--- src/rtl/fwd_hazard_unit.sv ---
// Operand/store-data forwarding and load-use hazard unit beside the ID/EX register; selects are registered (1 cycle), stall/bubble are combinational.
// mem_busy freezes all tracked state except that flush still empties EX; the stall counter only counts on advancing edges.
module fwd_hazard_unit #(
    parameter int AW       = 4,
    parameter int NSRC     = 2,
    parameter int LINK_REG = 15,
    parameter int CNT_W    = 16
) (
    input  logic                 clk,
    input  logic                 rst_n,
    input  logic                 i_id_valid,
    input  logic [NSRC*AW-1:0]   i_id_src,
    input  logic [AW-1:0]        i_id_dst,
    input  logic                 i_id_wr,
    input  logic                 i_id_load,
    input  logic                 i_id_link,
    input  logic                 i_id_store,
    input  logic                 i_mem_busy,
    input  logic                 i_flush,
    output logic [2*NSRC-1:0]    o_fwd_sel,
    output logic                 o_st_fwd,
    output logic                 o_stall,
    output logic                 o_ex_bubble,
    output logic [CNT_W-1:0]     o_stall_cnt
);
    localparam logic [AW-1:0] LINK_IDX = AW'(LINK_REG);
    localparam logic [1:0]    SEL_RF   = 2'b00;
    localparam logic [1:0]    SEL_WB   = 2'b01;
    localparam logic [1:0]    SEL_EXM  = 2'b10;
    localparam logic [1:0]    SEL_LINK = 2'b11;

    typedef struct packed {
        logic          vld;
        logic [AW-1:0] dst;
        logic          wr;
        logic          load;
        logic          link;
        logic          store;
    } stage_t;

    stage_t             r_ex;
    stage_t             r_mem;
    stage_t             r_wb;
    stage_t             w_id_ent;
    logic [2*NSRC-1:0]  r_fwd_sel;
    logic [2*NSRC-1:0]  w_fwd_nxt;
    logic               r_st_fwd;
    logic               w_st_fwd_nxt;
    logic [CNT_W-1:0]   r_stall_cnt;
    logic [NSRC-1:0]    w_ld_hit;
    logic               w_ex_link;
    logic               w_ex_prod;
    logic               w_ex_ld_prod;
    logic               w_mem_prod;
    logic               w_stall;
    logic               w_bubble;
    logic               w_cnt_inc;
    logic               w_unused_state;

    always_comb begin
        w_id_ent       = '0;
        w_id_ent.vld   = i_id_valid;
        w_id_ent.dst   = i_id_dst;
        w_id_ent.wr    = i_id_wr;
        w_id_ent.load  = i_id_load;
        w_id_ent.link  = i_id_link;
        w_id_ent.store = i_id_store;
    end

    // A load in EX cannot feed EX/MEM; only its WB copy is usable, hence the stall.
    assign w_ex_link    = r_ex.vld & r_ex.link;
    assign w_ex_prod    = r_ex.vld & r_ex.wr & ~r_ex.load & (r_ex.dst != '0);
    assign w_ex_ld_prod = r_ex.vld & r_ex.wr &  r_ex.load & (r_ex.dst != '0);
    assign w_mem_prod   = r_mem.vld & r_mem.wr & (r_mem.dst != '0);

    always_comb begin
        w_fwd_nxt = '0;
        w_ld_hit  = '0;
        for (int k = 0; k < NSRC; k++) begin
            w_ld_hit[k] = w_ex_ld_prod & (i_id_src[k*AW +: AW] == r_ex.dst);
            if (w_ex_link && (i_id_src[k*AW +: AW] == LINK_IDX)) begin
                w_fwd_nxt[2*k +: 2] = SEL_LINK;
            end else if (w_ex_prod && (i_id_src[k*AW +: AW] == r_ex.dst)) begin
                w_fwd_nxt[2*k +: 2] = SEL_EXM;
            end else if (w_mem_prod && (i_id_src[k*AW +: AW] == r_mem.dst)) begin
                w_fwd_nxt[2*k +: 2] = SEL_WB;
            end else begin
                w_fwd_nxt[2*k +: 2] = SEL_RF;
            end
        end
    end

    assign w_stall      = i_id_valid & (|w_ld_hit);
    assign w_bubble     = (w_stall | i_flush | ~i_id_valid) & ~i_mem_busy;
    assign w_st_fwd_nxt = r_ex.vld & r_ex.store & w_mem_prod & (r_mem.dst == r_ex.dst);
    assign w_cnt_inc    = w_stall & ~i_mem_busy & ~i_flush & (r_stall_cnt != '1);

    always_ff @(posedge clk or negedge rst_n) begin
        if (!rst_n) begin
            r_ex      <= '0;
            r_mem     <= '0;
            r_wb      <= '0;
            r_fwd_sel <= '0;
            r_st_fwd  <= 1'b0;
        end else if (!i_mem_busy) begin
            r_wb      <= r_mem;
            r_mem     <= r_ex;
            r_ex      <= w_bubble ? stage_t'('0) : w_id_ent;
            r_fwd_sel <= w_bubble ? '0 : w_fwd_nxt;
            r_st_fwd  <= w_st_fwd_nxt;
        end else if (i_flush) begin
            // Redirect during a freeze still kills EX; MEM/WB and st_fwd hold.
            r_ex      <= '0;
            r_fwd_sel <= '0;
        end
    end

    always_ff @(posedge clk or negedge rst_n) begin
        if (!rst_n) begin
            r_stall_cnt <= '0;
        end else if (w_cnt_inc) begin
            r_stall_cnt <= r_stall_cnt + CNT_W'(1);
        end
    end

    // WB and the MEM attribute bits are tracked for pipeline visibility but feed no output.
    assign w_unused_state = ^{r_wb, r_mem.load, r_mem.link, r_mem.store};

    assign o_fwd_sel   = r_fwd_sel;
    assign o_st_fwd    = r_st_fwd;
    assign o_stall     = w_stall;
    assign o_ex_bubble = w_bubble;
    assign o_stall_cnt = r_stall_cnt;

endmodule

--- config.mk ---
export PLATFORM = sky130hd
export DESIGN_NAME = fwd_hazard_unit
export DESIGN_NICKNAME = d
export VERILOG_FILES = /design/src/rtl/fwd_hazard_unit.sv
export SDC_FILE = /design/constraint.sdc
export NUM_CORES = 1
export LEC_CHECK = 0
export ABC_AREA = 1
export BUFFER_PORTS_ARGS = -buffer_cell sky130_fd_sc_hd__buf_2
export CORE_MARGIN = 2
export CORE_UTILIZATION = 35
export DETAILED_ROUTE_END_ITERATION = 16
export GPL_ROUTABILITY_DRIVEN = 0
export GPL_TIMING_DRIVEN = 1
export PLACE_DENSITY_LB_ADDON = 0.12
export SYNTH_ARGS = -nofsm -noshare
export SYNTH_HDL_FRONTEND = slang
export SYNTH_SLANG_ARGS = --single-unit
--- constraint.sdc ---
create_clock -name clk -period 2.4 [get_ports clk]
set_clock_uncertainty 0.1 [all_clocks]
set_input_delay 0.36 -clock clk [delete_from_list [all_inputs] [get_ports clk]]
set_output_delay 0.36 -clock clk [all_outputs]
set_load 0.03 [all_outputs]
# After elaboration in Yosys (flattened, before gate mapping)
# Index checks and enable logic that the tools add are counted.
[totals]
ff_bits = 36
inputBits = 21
[classes]
n_addsub = 1
eq_ne = 9
n_mux = 12
bitwise = 24
n_reduce_logical = 9
[ops]
columns = ["op", "count"]
rows = [
  ["9-bit two-way mux", 3],
  ["4-bit equality test", 5],
  ["1-bit bitwise AND", 18],
  ["16-bit by 1-bit adder with 16-bit output (second input constant)", 1],
  ["16-bit != test (second input constant)", 1],
  ["4-bit two-way mux", 3],
  ["4-bit equality test (second input constant)", 2],
  ["2-bit two-way mux", 4],
  ["4-bit nonzero test", 2],
  ["1-bit logical AND", 6],
  ["1-bit inverter", 4],
  ["1-bit two-way mux", 2],
  ["2-bit by 1-bit != test with 1-bit output (second input constant)", 1],
  ["1-bit bitwise OR", 2],
  ["2-bit OR reduction", 1],
]

# Depth between registers and ports, before layout
# Gate-level depths: netlist of the first run.
[logic_depth]
depth_word = 11
depth_mapped = 13
mapped_depth_nobuf = 11

# Worst setup path before layout of the first run
# Ideal clock, no wire load.
[synth_path]
kind = "register to register"
start = "register r_stall_cnt[0] (netlist: o_stall_cnt[0])"
end = "register r_stall_cnt[2] (netlist: o_stall_cnt[2])"
setup_time_ps = 119
t_arrival_ps = 1674
setup_slack_ps = 507
stages_incl_launch_ff = 12
synth_period_minus_slack_ps = 1893
cell_sequence = "dfrtp_1 -> ha_1 -> inv_1 -> nor2_4 -> inv_2 -> nor2_4 -> nand2_2 -> nor2_4 -> nor2_4 -> buf_4 -> nand3_1 -> nand2_1"
[synth_between]
elab_chain_len = 2
elab_cells_between_ends = 3
classes_between = "1 x add/sub; 1 x eq/ne; 1 x bitwise"
[synth_rtl]
columns = ["element", "line_no", "text"]
rows = [
  ["from (decl)", "49", "logic [CNT_W-1:0] r_stall_cnt;"],
  ["from (signal assigned)", "122", "r_stall_cnt <= r_stall_cnt + CNT_W'(1);"],
  ["parallel branches: the longest is 2 deep, another holds 16-bit by 1-bit adder with 16-bit output", "-", ""],
]
# Several ways; the timed one is not identified.
# A chain may end at the register's enable or synchronous reset.

# Worst setup path in the final report of the first run
[layout_path]
start = "register r_ex[4] (netlist name)"
end = "output o_stall"
[layout_between]
elab_chain_len = 5
elab_cells_between_ends = 8
classes_between = "2 x eq/ne; 4 x bitwise; 2 x reduce/logical"
[layout_rtl]
columns = ["element", "line_no", "text"]
rows = [
  ["from (decl)", "41", "stage_t r_ex;"],
  ["from (signal assigned)", "108", "r_ex <= w_bubble ? stage_t'('0) : w_id_ent;"],
  ["4-bit nonzero test", "73", "assign w_ex_ld_prod = r_ex.vld & r_ex.wr & r_ex.load & (r_ex.dst != '0);"],
  ["1-bit bitwise AND", "73", ""],
  ["1-bit bitwise AND", "80", "w_ld_hit[k] = w_ex_ld_prod & (i_id_src[k*AW +: AW] == r_ex.dst);"],
  ["2-bit OR reduction (*)", "93", "assign w_stall = i_id_valid & (|w_ld_hit);"],
  ["1-bit bitwise AND (*)", "93", ""],
  ["to (decl)", "22", "output logic o_stall,"],
]
# Every way passes the cells marked *; elsewhere a longest branch is shown, timed or not.

==> results.md, run 1 <==
- Status: completed
- Nets: 396
- Maximum VDD drop: around 0.33 mV
- Switching pwr: 337 uW
- Delay-heaviest family, CP: simple AND/OR/NAND/NOR gates
- Post-synthesis sequential area ratio: slightly below 40%
- Syn Inst Count: 331
- First-pass GRT wire length: between 9000 and 10000 microns
- Initial antenna violation count: 0
- # H-tree levels: 2
- Setup bufs post-CTS: 0
- Area delta synth->final: 19.2%
- Layout cells sized above 1: 18.4%
- Starting Density: a little over a third
- Number of distinct library cells after synthesis: 23
- Total GRT Usage: 17.1%
- Sequential share of power: between 40% and 50%
- Routed WL: roughly 5700 microns
- Number of hold violations in the final report: 0
- Final Core Density: a little over two fifths
- Critical path endpoint: o_stall
- Syn. warnings: 0
- CP Buf/Inv Count: 3
- Syn Area/Cell: 6.86 sq um
- Storage cell area: just over 900 sq um
- Crit start category: register
- Vias after detailed routing: 2114
- CTS tree: yes
- Site row count: 29
- Clk sinks: 36
- Most Frequent Cell on Critical Path: nand2_1
- Area of the multi-input gates: between 1000 and 1500 sq um
- Max Slew Vio Count: 0
- Clock buffer count from CTS: 5
- Minimum clock period: ~2.2 ns
- Diode count: 0
- Die area: just over 7000 sq um
- Critical path class: reg -> out
- Fmax: 0.455 GHz
- Largest net degree at the start of global routing: 37
- Min-Delay Path Class: in -> async
- Ys flop type: dfrtp_1
- Grt ovf: 0
- R2r endpoint: o_stall_cnt[11]
- RSZ-0062 raised after global routing: false
- Max stage delay on crit path: around 0.44 ns
- Critical Path AT: around 1.7 ns
- Worst-path cell chain: inv_2 > nand2_1 > nand2_1 > nor2_1 > nand2_1 > nand2_1 > nand2_1 > clkinv_4 > buf_2
- Total power: 1.52 mW
- Core box area: roughly 6300 sq um
- Number of synthesized flops with an enable pin: 0
- Gate power share: approximately 8.0%
- P per Cell Area: 561 nW/um^2
- Max clock buf depth: 2
- Initial DRC count: 139
- Avg WL per Cell: between 10 and 15 microns
- Pint: 1.18 mW
- HPWL Detailed: roughly 4300 microns
- Setup slack, reg-to-reg: between 0.3 and 0.4 ns
- Syn_nets: about 350
- Launching point of the worst reg2reg path: o_stall_cnt[0]
- Slew @ Worst Pin: 0.843 ns
- Die X: 84.5 microns
- DR pass1 iterations: 5
- Buffers added on ports: 43
- R2r worst-path depth: 11
- Post-route cell area: between 2000 and 3000 sq um
- CTS clk-pin slew, worst paths: ~0.090 ns
- Max stage delay cell, worst path: dfrtp_2
- Pleak: approximately 1.5 nW
- Final setup viols: 0
- CP Capture Type: primary output
- Die H: roughly 85 microns
- Fillers: 678
- Clock root cell: clkbuf_8
- Vias in the first global route: between 1500 and 2000
- Placed cell area: around 2500 sq um
- Data required time of the critical path: slightly below 2 ns
- Clk pwr share: approximately 50%
- Fin crit share: between 90% and 100%
- Final TNS setup: 0 ns
- Post-Syn Area: roughly 2300 sq um
- Post-route ant nets: 0
- Beginning of the critical path: r_ex[4]
- Vias per std cell: 4.68
- Worst Path Max Fanout: 18
- Max-slew headroom: between 40% and 50%
- Worst-Skew Late Latency: about 0.30 ns
- Yosys reg bits: 36
- Max-Cap Viols: 0
- DRC viols: 0
- CP Depth: 9
- # IOs: 44
- Synth async-reset ratio: 100%
- Switching Fraction: between 20% and 30%
kinds of logic (layout without fill, tap and decap cells):
kind of cell / after synthesis / in the layout / synth area share [%]
simple gates: 226 / 226 / 42.4
buf+inv: 39 / 83 / 7.61
flops: 36 / 36 / 39.7
xor+xnor: 20 / 20 / 7.72
compound gates: 9 / 9 / 1.98
fa+ha+maj: 1 / 1 / 0.551
final cells by class:
| type | count | share of cell area (%) |
|---|---|---|
| tap | 77 | 3.56 |
| inverter | 30 | 4.35 |
| timing repair buffer | 45 | 8.51 |
| clock inverter | 3 | 3.33 |
| clock buffer | 5 | 2.54 |
| sequential | 36 | 33.5 |
| multi-input combinational | 256 | 44.2 |
what timing repair did:
| item | CTS | global route |
|---|---|---|
| hold buffers | 0 | 0 |
| gates resized for setup | 0 | 4 |
| endpoints found under the setup margin | 0 | 2 |
placed cells by master (no fill, tap or decap), types with 3 or more instances in the layout:
cell type / netlist / routed
xnor2_1: 5 / 5
bufinv_16: 0 / 3
o21ai_0: 6 / 6
nand4_1: 4 / 4
xor2_1: 15 / 15
nand3_1: 33 / 33
nor2_4: 4 / 4
nand2_1: 148 / 148
clkbuf_8: 0 / 5
dfrtp_1: 36 / 32
inv_2: 4 / 4
nor3_1: 4 / 4
nor2_1: 29 / 29
a21oi_1: 3 / 3
buf_2: 2 / 43
inv_1: 25 / 25
dfrtp_2: 0 / 4
power by group through the flow:
stage / clock (mW) / sequential [mW] / combinational [mW]
after floorplan: 0 / 0.638 / 0.0740
after global placement: 0 / 0.646 / 0.124
after detailed placement: 0 / 0.645 / 0.123
after CTS: 0.782 / 0.633 / 0.123
after global routing: 0.807 / 0.636 / 0.140
final: 0.762 / 0.634 / 0.121
worst register-to-register path, cell delays in order (launching register included):
cell and delay (ns):
dfrtp_1 0.44, ha_1 0.25, inv_1 0.12, nor2_4 0.07
inv_2 0.07, nor2_4 0.03, nand2_2 0.08, nor2_4 0.04
nor2_4 0.40, nand2_8 0.16, nand2_1 0.10, nand2_1 0.05
synthesized netlist by cell type, types with 2 or more instances:
master    number  area (sq um)
nand2_1      148           556
dfrtp_1       36           901
nand3_1       33           165
nor2_1        29           109
inv_1         25          93.8
xor2_1        15           131
o21ai_0        6          30.0
xnor2_1        5          43.8
clkbuf_1       4          15.0
inv_2          4          15.0
nand4_1        4          25.0
nor2_4         4          45.0
nor3_1         4          20.0
a21oi_1        3          15.0
buf_2          2          10.0
buf_4          2          15.0
how the worst min path moves through the flow:
| stage | to | slack (ns) | depth (start not counted) |
|---|---|---|---|
| after floorplan | o_fwd_sel[0] | -0.04 | 0 |
| after global placement | o_fwd_sel[2] | 0.36 | 2 |
| final | r_mem[7] | 0.05 | 1 |
| after CTS | r_mem[7] | 0.09 | 1 |
| after global routing | r_mem[6] | 0.13 | 1 |
| after detailed placement | o_fwd_sel[2] | 0.36 | 2 |
metal layers:
metal | part of all wire [%] | global-route usage (%)
met2 | 40 | 22.6
met4 | 1.2 | 4.76
met1 | 55 | 27.3
met5 | 0 | 0
met3 | 4.7 | 4.33
stage by stage:
step	setup WS [ns]	hold WS [ns]	std cells
after floorplan	0.507	-0.0356	331
after global placement	0.407	0.362	444
after detailed placement	0.382	0.360	444
after CTS	0.116	0.0911	452
after global routing	0.0437	0.128	452
final	0.200	0.0533	452
flip-flops by register name (all words and copies together), names as in the netlist:
name and count:
o_fwd_sel 4, o_st_fwd 1, o_stall_cnt 16, r_ex 9
r_mem 6
(Power assumes the default switching activity.)
==> run 2, diff against run 1 <==
--- a/config.mk
+++ b/config.mk
@@ -8,7 +8,7 @@
 export ABC_AREA = 1
 export BUFFER_PORTS_ARGS = -buffer_cell sky130_fd_sc_hd__buf_2
 export CORE_MARGIN = 2
-export CORE_UTILIZATION = 35
+export CORE_UTILIZATION = 45
 export DETAILED_ROUTE_END_ITERATION = 16
 export GPL_ROUTABILITY_DRIVEN = 0
 export GPL_TIMING_DRIVEN = 1
==> run 2 against run 1 <==
Compared with the run above: clock power shrank 41%; routed wire length shrank 9.7%; utilization grew 12 points; total power shrank 21%; combinational power is essentially flat; cell count shrank 2.4%; via count shrank 0.80%; design area shrank 3.3%; hold slack lost 0.014 ns; global-route usage grew 3.0 points; critical path depth is the same; count of clock-buffer cells in the layout grew 1; critical path type unchanged.
==> results.md, run 2 (synthesis gave the netlist of run 1 again) <==
- Clock root cell: clkbuf_8 (unchanged)
- CP Capture Type: primary output (unchanged)
- Max-slew headroom: 47.3% (was 43.8%)
- Max stage delay cell, worst path: dfrtp_1 (was dfrtp_2)
- Pleak: 1.46 nW (was 1.49 nW)
- Max-Cap Viols: 0 (unchanged)
- Final Core Density: 54.7% (was 42.8%)
- Clk sinks: 36 (unchanged)
- Avg WL per Cell: 11.7 microns (was 12.6 microns)
- CTS Hold Bufs: 0 (unchanged)
- Setup bufs post-CTS: 0 (unchanged)
- Critical path class: reg -> out (unchanged)
- P per Cell Area: 458 nW/um^2 (was 561 nW/um^2)
- # IOs: 44 (unchanged)
- Slew @ Worst Pin: 0.790 ns (was 0.843 ns)
- Routed WL: 5160 microns (was 5710 microns)
- DRC viols: 0 (unchanged)
- Worst-Skew Late Latency: 0.29 ns (was 0.30 ns)
- Critical Path AT: 1.78 ns (was 1.74 ns)
- CTS tree: yes (unchanged)
- Die X: 75.0 microns (was 84.5 microns)
- Number of hold violations in the final report: 0 (unchanged)
- CTS clk-pin slew, worst paths: 0.07 ns (was 0.09 ns)
- Site row count: 25 (was 29)
- Commonest non-fill, non-tap cell in the layout: nand2_1 (unchanged)
- Vias after detailed routing: 2097 (was 2114)
- First-pass GRT wire length: 8580 microns (was 9760 microns)
- RSZ-0062 raised after global routing: false (unchanged)
- Initial antenna violation count: 0 (unchanged)
- Max Slew Vio Count: 0 (unchanged)
- Diode count: 0 (unchanged)
- # H-tree levels: 2 (unchanged)
- Min-Delay Path Class: in -> async (unchanged)
- Final cell count without fillers: 441 (was 452)
- Grt ovf: 0 (unchanged)
- Data required time of the critical path: 1.94 ns (about the same)
- Most Frequent Cell on Critical Path: nor2_1 (was nand2_1)
- Core box area: 4790 sq um (was 6310 sq um)
- Commonest non-fill, non-tap cells in the layout: nand2_1 (148), buf_2 (43), dfrtp_1 (36) (was nand2_1 (148), buf_2 (43), nand3_1 (33))
- Max clock buf depth: 2 (unchanged)
- Worst-path cell chain: inv_2 > nand2_1 > nand2_1 > nor2_1 > nand3_1 > nand3_1 > nor2_1 > nor2_1 > buf_2 (was inv_2 > nand2_1 > nand2_1 > nor2_1 > nand2_1 > nand2_1 > nand2_1 > clkinv_4 > buf_2)
- Clock buffer count from CTS: 5 (unchanged)
- Status: completed (unchanged)
- CP Buf/Inv Count: 2 (was 3)
- Max stage delay on crit path: 0.49 ns (was 0.44 ns)
- Die H: 75.0 microns (was 84.5 microns)
- Buffers added on ports: 43 (unchanged)
- Initial DRC count: 110 (was 139)
- R2r endpoint: o_stall_cnt[1] (was o_stall_cnt[11])
- Starting Density: 47.4% (was 35.9%)
- Final TNS setup: 0 ns (unchanged)
- Die area: 5630 sq um (was 7150 sq um)
- DR pass1 iterations: 4 (was 5)
- Fmax: 0.447 GHz (was 0.455 GHz)
- Delay-heaviest family, CP: simple AND/OR/NAND/NOR gates (unchanged)
- Setup slack, reg-to-reg: 0.46 ns (was 0.38 ns)
- Minimum clock period: 2.24 ns (was 2.20 ns)
- Post-route ant nets: 0 (unchanged)
- Vias per std cell: 4.76 (was 4.68)
- Area delta synth->final: 15.3% (was 19.2%)
- Largest net degree at the start of global routing: 37 (unchanged)
- R2r worst-path depth: 11 (unchanged)
- Layout cells sized above 1: 17.4% (was 18.4%)
- Max reg flops: 16 (unchanged)
- Crit start category: register (unchanged)
- Vias in the first global route: 1868 (was 1918)
- HPWL Detailed: 3960 microns (was 4270 microns)
- Placed cells: 433 (was 444)
- Launching point of the worst reg2reg path: o_stall_cnt[0] (unchanged)
- Total GRT Usage: 20.1% (was 17.1%)
- Final setup viols: 0 (unchanged)
- Nets: 395 (was 396)
- Maximum VDD drop: 0.288 mV (was 0.334 mV)
- Worst Path Max Fanout: 6 (was 18)
- Fin crit share: 93.3% (was 91.7%)
## run 2: cell types whose count changed in the layout (fill, tap and decap cells not counted)
| cell | previous run | this run |
|---|---|---|
| nor2_2 | 0 | 1 |
| dfrtp_2 | 4 | 0 |
| buf_4 | 2 | 1 |
| nor2_1 | 29 | 28 |
| dfrtp_1 | 32 | 36 |
| clkinv_2 | 0 | 2 |
| clkbuf_8 | 5 | 6 |
| bufinv_16 | 3 | 0 |
## run 2: repair_timing
| item | in CTS | in global routing |
|---|---|---|
| setup endpoints to repair | 0 | 1 |
| gates resized for setup | 0 | 1 |
| hold endpoints to repair | 0 | 0 |
## run 2: worst max path at each step
stage,startpoint,end,slack [ns],depth (start not counted)
floorplan,o_stall_cnt[0],o_stall_cnt[2],0.51,11
global placement,r_ex[5],o_stall,0.44,9
detailed placement,i_id_src[5],o_stall,0.44,10
CTS,r_ex[5],o_ex_bubble,0.13,9
global route,r_ex[7],o_ex_bubble,0.02,9
finish,r_ex[4],o_ex_bubble,0.16,9
## run 2: worst register-to-register path: cells and delay by family (launching register included)
kind,cells,cell delay (ns)
adder cells (fa/ha/maj),1,0.24
buffers and inverters,2,0.18
flip-flops,1,0.43
AND/OR/NAND/NOR,8,0.88
## run 2: routing by layer
| layer | routed length (microns) | global-route usage [%] | vias to the layer above |
|---|---|---|---|
| met2 | 2090 | 28.1 | 49 |
| met1 | 2760 | 31.4 | 935 |
| met4 | 45 | 6.55 | 0 |
| met3 | 262 | 3.48 | 4 |
| li1 | - | - | 1109 |
| met5 | 0 | 0 | - |
## run 2: layout make-up
class | instances | area (sq um)
clock buffers | 6 | 82.6
clock inverters | 2 | 10.0
well taps | 67 | 83.8
flip-flops and latches | 36 | 901
inverters | 30 | 118
fillers | 493 | 2170
multi-input cells | 256 | 1200
repair buffers | 44 | 223
## run 2: report_power, final
| part | internal (mW) | total (mW) | switching, mW |
|---|---|---|---|
| Sequential | 0.618 | 0.634 | 0.0158 |
| Clock | 0.229 | 0.447 | 0.218 |
| Combinational | 0.0415 | 0.118 | 0.0769 |
## run 2: metrics by stage
step	power [mW]	area, sq um	hold WS [ns]	setup WS, ns
2_1_floorplan	0.712	2270	-0.0356	0.507
3_3_place_gp	0.762	2520	0.358	0.445
3_5_place_dp	0.764	2520	0.365	0.436
4_1_cts	1.22	2610	0.0771	0.126
5_1_grt	1.26	2620	0.117	0.0237
6_report	1.20	2620	0.0397	0.162
==> run 3, diff against run 2 <==
==> constraint.sdc (replaced) <==
create_clock -name clk -period 1.9 [get_ports clk]
set_clock_uncertainty 0.1 [all_clocks]
set_input_delay 0.285 -clock clk [delete_from_list [all_inputs] [get_ports clk]]
set_output_delay 0.285 -clock clk [all_outputs]
set_load 0.03 [all_outputs]
==> run 3 against run 2 <==
Compared with the run above: the flow now finishes with violations (setup timing); global-route usage is 1.6 points higher; die area stayed put; sequential share of layout area is 2.2 points lower; sequential cell count stayed put; hold slack better by 0.042 ns; critical path depth stayed put; combinational power is 54% higher; sequential power is 26% higher; clock power is 53% higher; register-to-register slack worse by 0.33 ns; critical path type unchanged; largest power group unchanged.
==> results.md, run 3 (synthesis gave the netlist of run 1 again) <==
- Place WS: -0.0447 ns (was 0.436 ns)
- Beginning of the critical path: r_ex[4] (unchanged)
- Clock buffer count from CTS: 5 (unchanged)
- Critical Path AT: 1.60 ns (was 1.78 ns)
- Vias after detailed routing: 2212 (was 2097)
- Diode count: 0 (unchanged)
- Area delta synth->final: 23.8% (was 15.3%)
- Max reg flops: 16 (unchanged)
- Clk sinks: 36 (unchanged)
- RSZ-0062 raised after global routing: true (was false)
- Max clock buf depth: 2 (unchanged)
- Fin crit share: 104%
- Commonest non-fill, non-tap cells in the layout: nand2_1 (145), buf_2 (41), nand3_1 (32), dfrtp_1 (32), inv_1 (25) (was nand2_1 (148), buf_2 (43), dfrtp_1 (36))
- Maximum VDD drop: 0.417 mV (was 0.288 mV)
- Max stage delay cell, worst path: dfrtp_2 (was dfrtp_1)
- Launching point of the worst reg2reg path: o_stall_cnt[0] (unchanged)
- Gate power share: 10.9% (was 9.9%)
- Pint: 1.24 mW (was 888 uW)
- Buffers added on ports: 43 (unchanged)
- Die H: 75.0 microns (unchanged)
- Max-slew headroom: 68.2% (was 47.3%)
- Starting Density: 47.4% (unchanged)
- Die area: 5630 sq um (unchanged)
- Pleak: 1.54 nW (was 1.46 nW)
- Layout cells sized above 1: 23.7% (was 17.4%)
- CTS clk-pin slew, worst paths: 0.08 ns (was 0.07 ns)
- Clock root cell: clkbuf_8 (unchanged)
- Vias in the first global route: 1915 (was 1868)
- CTS tree: yes (unchanged)
- Final setup viols: 1 (was 0)
- Worst-path cell chain: inv_2 > nand2_1 > nand2_2 > nor2_4 > nand3_1 > nand3_2 > nor2_2 > nor2_1 > buf_4 (was inv_2 > nand2_1 > nand2_1 > nor2_1 > nand3_1 > nand3_1 > nor2_1 > nor2_1 > buf_2)
- Nets: 410 (was 395)
- Switching Fraction: 25.7% (was 25.9%)
- Critical path class: reg -> out (unchanged)
- # H-tree levels: 2 (unchanged)
- Failing checks: setup timing
- Initial DRC count: 185 (was 110)
- Worst-Skew Late Latency: 0.29 ns (about the same)
- Min-Delay Path Class: in -> reg (was in -> async)
- Status: finished with violations (was completed)
- Max stage delay on crit path: 0.43 ns (was 0.49 ns)
- Final WS setup: -0.0834 ns (was 0.162 ns)
- Avg WL per Cell: 12.4 microns (was 11.7 microns)
- Post-route ant nets: 0 (unchanged)
- Total GRT Usage: 21.7% (was 20.1%)
- Grt ovf: 0 (unchanged)
- Number of hold violations in the final report: 0 (unchanged)
- DRC viols: 0 (unchanged)
- Commonest non-fill, non-tap cell in the layout: nand2_1 (unchanged)
- Slew @ Worst Pin: 0.474 ns (was 0.790 ns)
- Crit start category: register (unchanged)
- Switching pwr: 429 uW (was 310 uW)
- P per Cell Area: 594 nW/um^2 (was 458 nW/um^2)
- Hold_sp: i_id_link
- Worst Path Max Fanout: 6 (unchanged)
- # IOs: 44 (unchanged)
- First-pass GRT wire length: 9260 microns (was 8580 microns)
- Vias per std cell: 4.85 (was 4.76)
- CP Capture Type: primary output (unchanged)
- Core box area: 4790 sq um (unchanged)
- Max Slew Vio Count: 0 (unchanged)
- Routed WL: 5670 microns (was 5160 microns)
- Initial antenna violation count: 0 (unchanged)
- DR pass1 iterations: 5 (was 4)
- Site row count: 25 (unchanged)
- Fmax: 0.504 GHz
- Data required time of the critical path: 1.51 ns (was 1.94 ns)
- Max-Cap Viols: 0 (unchanged)
- Die X: 75.0 microns (unchanged)
- HPWL Detailed: 4070 microns (was 3960 microns)
- Worst Hold Margin: 0.0817 ns (was 0.0397 ns)
- Sequential share of power: 48.0% (was 52.9%)
- Clk pwr share: 41.1% (was 37.3%)
- Largest net degree at the start of global routing: 37 (unchanged)
- Minimum clock period: just under 2 ns
==> run 3: stage by stage <==
step / power [mW] / setup TNS [ns] / util, % / instances / cell area (sq um)
floorplan: 0.899 / 0 / - / 331 / 2270
global placement: 0.973 / 0 / 53.9 / 441 / 2580
detailed placement: 0.973 / -0.202 / 53.9 / 441 / 2580
finish: 1.67 / -0.0834 / 58.7 / 456 / 2810
global route: 1.74 / -0.204 / 58.7 / 456 / 2810
CTS: 1.67 / -0.121 / 57.4 / 452 / 2750
==> run 3: what timing repair did <==
item                                   4_1_cts  5_1_grt
setup endpoints to repair                   14       16
setup buffers                                2        4
endpoints found under the hold margin       36        0
pin swaps                                    1        0
hold buffers                                 1        0
resized for setup                           12        9
==> run 3: power by group through the flow <==
stage	clock network (mW)	logic, mW	registers [mW]
floorplan	0	0.0934	0.806
global placement	0	0.159	0.814
detailed placement	0	0.158	0.815
CTS	0.700	0.169	0.800
global route	0.728	0.206	0.803
finish	0.685	0.182	0.800
==> run 3: path summary, 6_finish.rpt <==
kind	depth (start not counted)	endpoint	slack (ns)
max in group asynchronous	3	r_ex[6]	0.90
min	3	r_ex[1]	0.08
max reg2reg	11	o_stall_cnt[14]	0.13
min in group asynchronous	3	r_mem[4]	0.46
min reg2reg	2	o_fwd_sel[1]	0.38
max	9	o_ex_bubble	-0.08
==> run 3: final cells by class <==
| class | instances | area [sq um] |
|---|---|---|
| Clock inverter | 3 | 42.5 |
| Sequential cell | 36 | 906 |
| Fill cell | 461 | 1980 |
| Clock buffer | 5 | 68.8 |
| Timing Repair Buffer | 59 | 347 |
| Tap cell | 67 | 83.8 |
| Inverter | 30 | 118 |
| Multi-Input combinational cell | 256 | 1240 |
==> run 3: metal layers <==
layer,vias to the layer above,GRT usage (%),wire [microns]
met5,-,0,0
met4,0,5.56,29
met3,4,5.09,365
met2,70,30.5,2350
met1,997,33.5,2930
li1,1141,-,-
==> run 3: critical path, delay by kind of cell (launching register included) <==
family,cells,cell delay (ns)
buffers and inverters,2,0.22
DFF,1,0.43
and+or+nand+nor,7,0.64
